[src/rtl/regfile_write_arbiter.sv]
// Round-robin arbiter sharing one register-file write port between two writeback requesters.
// Latency: one cycle from the accepting handshake to the wr_en strobe; one write per cycle.
// Backpressure: port_busy or losing arbitration holds ready low; requesters keep valid/addr/data until accepted.
// Optional build macro REGFILE_R0_ZERO_EN: register 0 is hard-wired zero, so writes to it are accepted but never strobed.
module regfile_write_arbiter #(
    parameter int DATA_W = 16,
    parameter int ADDR_W = 3,
    parameter int CNT_W  = 8
) (
    input  logic              clk,
    input  logic              rst,
    input  logic              port_busy,
    input  logic              req0_valid,
    input  logic [ADDR_W-1:0] req0_addr,
    input  logic [DATA_W-1:0] req0_data,
    output logic              req0_ready,
    input  logic              req1_valid,
    input  logic [ADDR_W-1:0] req1_addr,
    input  logic [DATA_W-1:0] req1_data,
    output logic              req1_ready,
    output logic              wr_en,
    output logic [ADDR_W-1:0] wr_addr,
    output logic [DATA_W-1:0] wr_data,
    output logic              last_grant,
    output logic [CNT_W-1:0]  conflict_cnt
);

    logic              xfer0;
    logic              xfer1;
    logic              xfer;
    logic              commit;
    logic              contend;
    logic [ADDR_W-1:0] sel_addr;
    logic [DATA_W-1:0] sel_data;

    // Grant: a lone requester wins outright; under contention the one not granted last time wins.
    always_comb begin
        req0_ready = 1'b0;
        req1_ready = 1'b0;
        if (!port_busy) begin
            if (req0_valid && req1_valid) begin
                req0_ready = last_grant;
                req1_ready = !last_grant;
            end else begin
                req0_ready = req0_valid;
                req1_ready = req1_valid;
            end
        end
    end

    assign xfer0    = req0_valid && req0_ready;
    assign xfer1    = req1_valid && req1_ready;
    assign xfer     = xfer0 || xfer1;
    assign sel_addr = xfer1 ? req1_addr : req0_addr;
    assign sel_data = xfer1 ? req1_data : req0_data;
    assign contend  = req0_valid && req1_valid && !port_busy;

`ifdef REGFILE_R0_ZERO_EN
    // Register 0 reads as zero, so a write to it is handshaken but never reaches the port.
    assign commit = xfer && (sel_addr != '0);
`else
    assign commit = xfer;
`endif

    // Write stage: strobe for one cycle after an accepted write; address/data hold otherwise.
    always_ff @(posedge clk) begin
        if (rst) begin
            wr_en      <= 1'b0;
            wr_addr    <= '0;
            wr_data    <= '0;
            last_grant <= 1'b1;
        end else begin
            wr_en <= commit;
            if (commit) begin
                wr_addr <= sel_addr;
                wr_data <= sel_data;
            end
            if (xfer) begin
                last_grant <= xfer1;
            end
        end
    end

    // Contention counter: counts cycles where both requesters compete for a free port, saturating.
    always_ff @(posedge clk) begin
        if (rst) begin
            conflict_cnt <= '0;
        end else if (contend && (conflict_cnt != {CNT_W{1'b1}})) begin
            conflict_cnt <= conflict_cnt + CNT_W'(1);
        end
    end

endmodule

[config.mk]
export PLATFORM = sky130hd
export DESIGN_NAME = regfile_write_arbiter
export DESIGN_NICKNAME = d
export VERILOG_FILES = /design/src/rtl/regfile_write_arbiter.sv
export SDC_FILE = /design/constraint.sdc
export NUM_CORES = 1
export LEC_CHECK = 0
export CAP_MARGIN = 20
export CORE_UTILIZATION = 35
export CTS_BUF_LIST = sky130_fd_sc_hd__clkbuf_8
export CTS_CLUSTER_DIAMETER = 50
export DETAILED_ROUTE_END_ITERATION = 6
export PLACE_DENSITY = 0.79
export SLEW_MARGIN = 20
export SYNTH_ARGS = -nofsm -noshare
export SYNTH_HDL_FRONTEND = slang
export SYNTH_SLANG_ARGS = --single-unit
export TNS_END_PERCENT = 20
[constraint.sdc]
create_clock -name clk -period 1.65 [get_ports clk]
set_clock_uncertainty 0.15 [all_clocks]
set_input_delay 0.4125 -clock clk [delete_from_list [all_inputs] [get_ports clk]]
set_output_delay 0.4125 -clock clk [all_outputs]
set_load 0.005 [all_outputs]
==> flow_summary.ini <==
[run_status]
outcome = complete, but fails checks
violations = setup timing

[clock_tree]
cts_hold_buf = 0
clock_latency_ps = 270
cts_sinks = 29
cts_root_buffer = clkbuf_8
cts_tree = yes
htreeDepth = 2
cts_made_buffers = 5
clk_pin_slew_ps = 60
cts.path.max_buffers = 2

[pwr]
seqPwrFrac_pct = 47.8
p_clk_share_pct = 33.3
leakage_nw = 1.08
power.switching_mw = 0.373
pwr-share-comb_pct = 18.8
swShare_pct = 23.7
power_density_mw_per_mm2 = 705
ir_drop_uv = 358
internal-power_mw = 1.20

[setup_path]
cp-start-kind = flop
worstSetupEndpointType = flop
required_ps = 1710
cp.arrival_ps = 1740
path_class = flop to flop
cp_max_fo = 3

[route]
top_layer_used = met4
drc = 0
drtIter0Drc = 32
drt-met1-wl_microns = 1500
vias = 1273
ant_nets = 0
wl_microns = 3550
wl_met2_microns = 1820
viasPerCell = 5.03
drt_first_pass_iters = 4
wl_per_cell_microns = 14.0
met3_length_microns = 211

[yosys]
netlist_top_cells_area = dfxtp_1 45%, mux2i_1 16%, o2bb2ai_1 13%
synth.mux.area_fraction_pct = 15.7
synth-simple-area-share_pct = 11.8
yosysWarningCount = 0
synth_compound_area_share_pct = 19.9
synth_fa_ha_area_share_pct = 0.980
synth_cell_types = 30
syn_area_sq_mm = 0.00128
synth_top_family_by_area = compound AO/OA/AOI/OAI gates
syn_avg_cell_area_sq_um = 10.7
synthDominantCellAreaShare_pct = 45.5
syn-num-nets = 163
syn_inst = 119
yosysTopAreaCell = dfxtp_1
synth_xor_area_share_pct = 2.75
ys_seq_area_share_pct = 45.5
ys_ff_latch = 29

[place]
placedInstanceArea_sq_mm = 0.00214
place_hpwl_microns = 2650
place.gp.congestion = 0.787
dp_slack_ps = -753
portBuffers = 73

[sta]
report.final.slew_viol_count = 0
fmax_ghz = 0.594
setup_ws_ps = -33.8
tightestPinTransition_ps = 490
maxSlewHeadroom_pct = 66.5
whs_ps = 307
rsz0062_at_grt = true
hold_violations = 0
min_period_ps = 1680
period_share_pct = 102
setup_viol = 1

[global_routing]
grt_overflow_total = 0
grt_pass1_vias = 1262
grtUsageTotal_pct = 18.9
grt_max_degree = 20
grt_first_pass_wirelength_microns = 5680
antenna_found_initial = 0

[finish]
design_area_sq_mm = 0.00223
syn_to_final_growth_pct = 75.0
finalNetCount = 250
drive_above_1_share_pct = 23.2
final_cell_mix = 39 x clkdlybuf4s50_1, 28 x dlygate4sd2_1, 19 x mux2i_1, 19 x o2bb2ai_1, 18 x dfxtp_1
nFillCells = 298
final_common_cell = clkdlybuf4s50_1
final_util_pct = 65.4
n_antenna_cell = 0

[floorplanning]
ios = 74
die_y_microns = 62.4
die_w_microns = 62.4
dieArea_sq_mm = 0.00389
num_rows = 21
core_area_sq_mm = 0.00342
initial_core_util_pct = 37.4

[flow_run]
max_cap_viol_count = 0

[min_path]
hold_path_class = flop to flop
-- path summary, 6_finish.rpt --
path                                       from              end  slack, ps  depth (start not counted)
worst min-delay path                 wr_data[2]       wr_data[2]        310                          1
worst min register to register       wr_data[2]       wr_data[2]        310                          1
worst max-delay path            conflict_cnt[1]  conflict_cnt[5]        -30                          5
worst max register to register  conflict_cnt[1]  conflict_cnt[5]        -30                          5
-- cell families (layout without fill, tap and decap cells) --
group | count (synthesis) | after routing
flip-flops | 29 | 29
AND/OR/NAND/NOR | 23 | 23
buffers and inverters | 11 | 99
multiplexers | 20 | 20
XOR/XNOR | 4 | 4
AO/OA/AOI/OAI | 31 | 31
adder cells (fa/ha/maj) | 1 | 1
-- area by class of cell --
| type | count | area, sq um | area share (%) |
|---|---|---|---|
| well taps | 46 | 57.6 | 2.58 |
| repair buffers | 86 | 781 | 35.0 |
| clock buffers | 5 | 68.8 | 3.08 |
| clock inverters | 3 | 11.3 | 0.504 |
| flip-flops and latches | 29 | 602 | 26.9 |
| multi-input cells | 79 | 694 | 31.1 |
| inverters | 5 | 18.8 | 0.840 |
-- sequential cells by signal, summed over array words and instances (netlist names) --
register	count
conflict_cnt	8
wr_data	16
wr_en	1
wr_addr	3
last_grant	1
-- metrics by stage --
stage,power [mW],TNS (ps),std cells
2_1_floorplan,0.870,-15.0,119
3_3_place_gp,1.08,-13510,243
3_5_place_dp,1.09,-14440,243
4_1_cts,1.59,-1.65,253
5_1_grt,1.65,-161,253
6_report,1.58,-33.8,253
-- cell usage after synthesis --
cell type,number
o31ai_1,2
dfxtp_1,29
nor2_1,8
ha_1,1
and4_4,1
or3_2,1
a211oi_1,1
a21o_4,1
inv_1,5
or3_1,1
o2bb2ai_1,19
xnor2_1,3
clkbuf_1,4
nand2_1,2
or4_1,1
nand3b_4,1
or2b_1,2
nor2_2,1
nand3_1,2
mux2i_1,20
a211o_1,1
buf_2,2
or4_2,1
xor2_1,1
a21oi_1,4
and3_4,1
a21o_1,1
a2111oi_0,1
o21ai_0,1
nor4b_1,1
-- routing by layer --
layer / GRT usage (%) / up-vias
li1: - / 615
met5: 0 / -
met4: 6.10 / 0
met3: 6.93 / 2
met1: 21.5 / 607
met2: 32.8 / 49
-- power groups by stage --
stage	clock, mW	combinational, mW	sequential [mW]
2_1_floorplan	0	0.0948	0.775
3_3_place_gp	0	0.308	0.771
3_5_place_dp	0	0.316	0.772
4_1_cts	0.537	0.298	0.753
5_1_grt	0.572	0.322	0.757
6_report	0.525	0.297	0.753
-- critical path: stages, from the launching register on --
cell,delay (ps)
dfxtp_2,330
ha_4,160
and3_4,150
a21o_4,200
or4_4,480
a21oi_2,140
-- what timing repair did --
item	CTS	global route
resized for setup	61	7
pin swaps	1	1
setup buffers	3	0
endpoints found under the setup margin	56	10
cloned	0	0
Power figures use the tool's default switching activity.
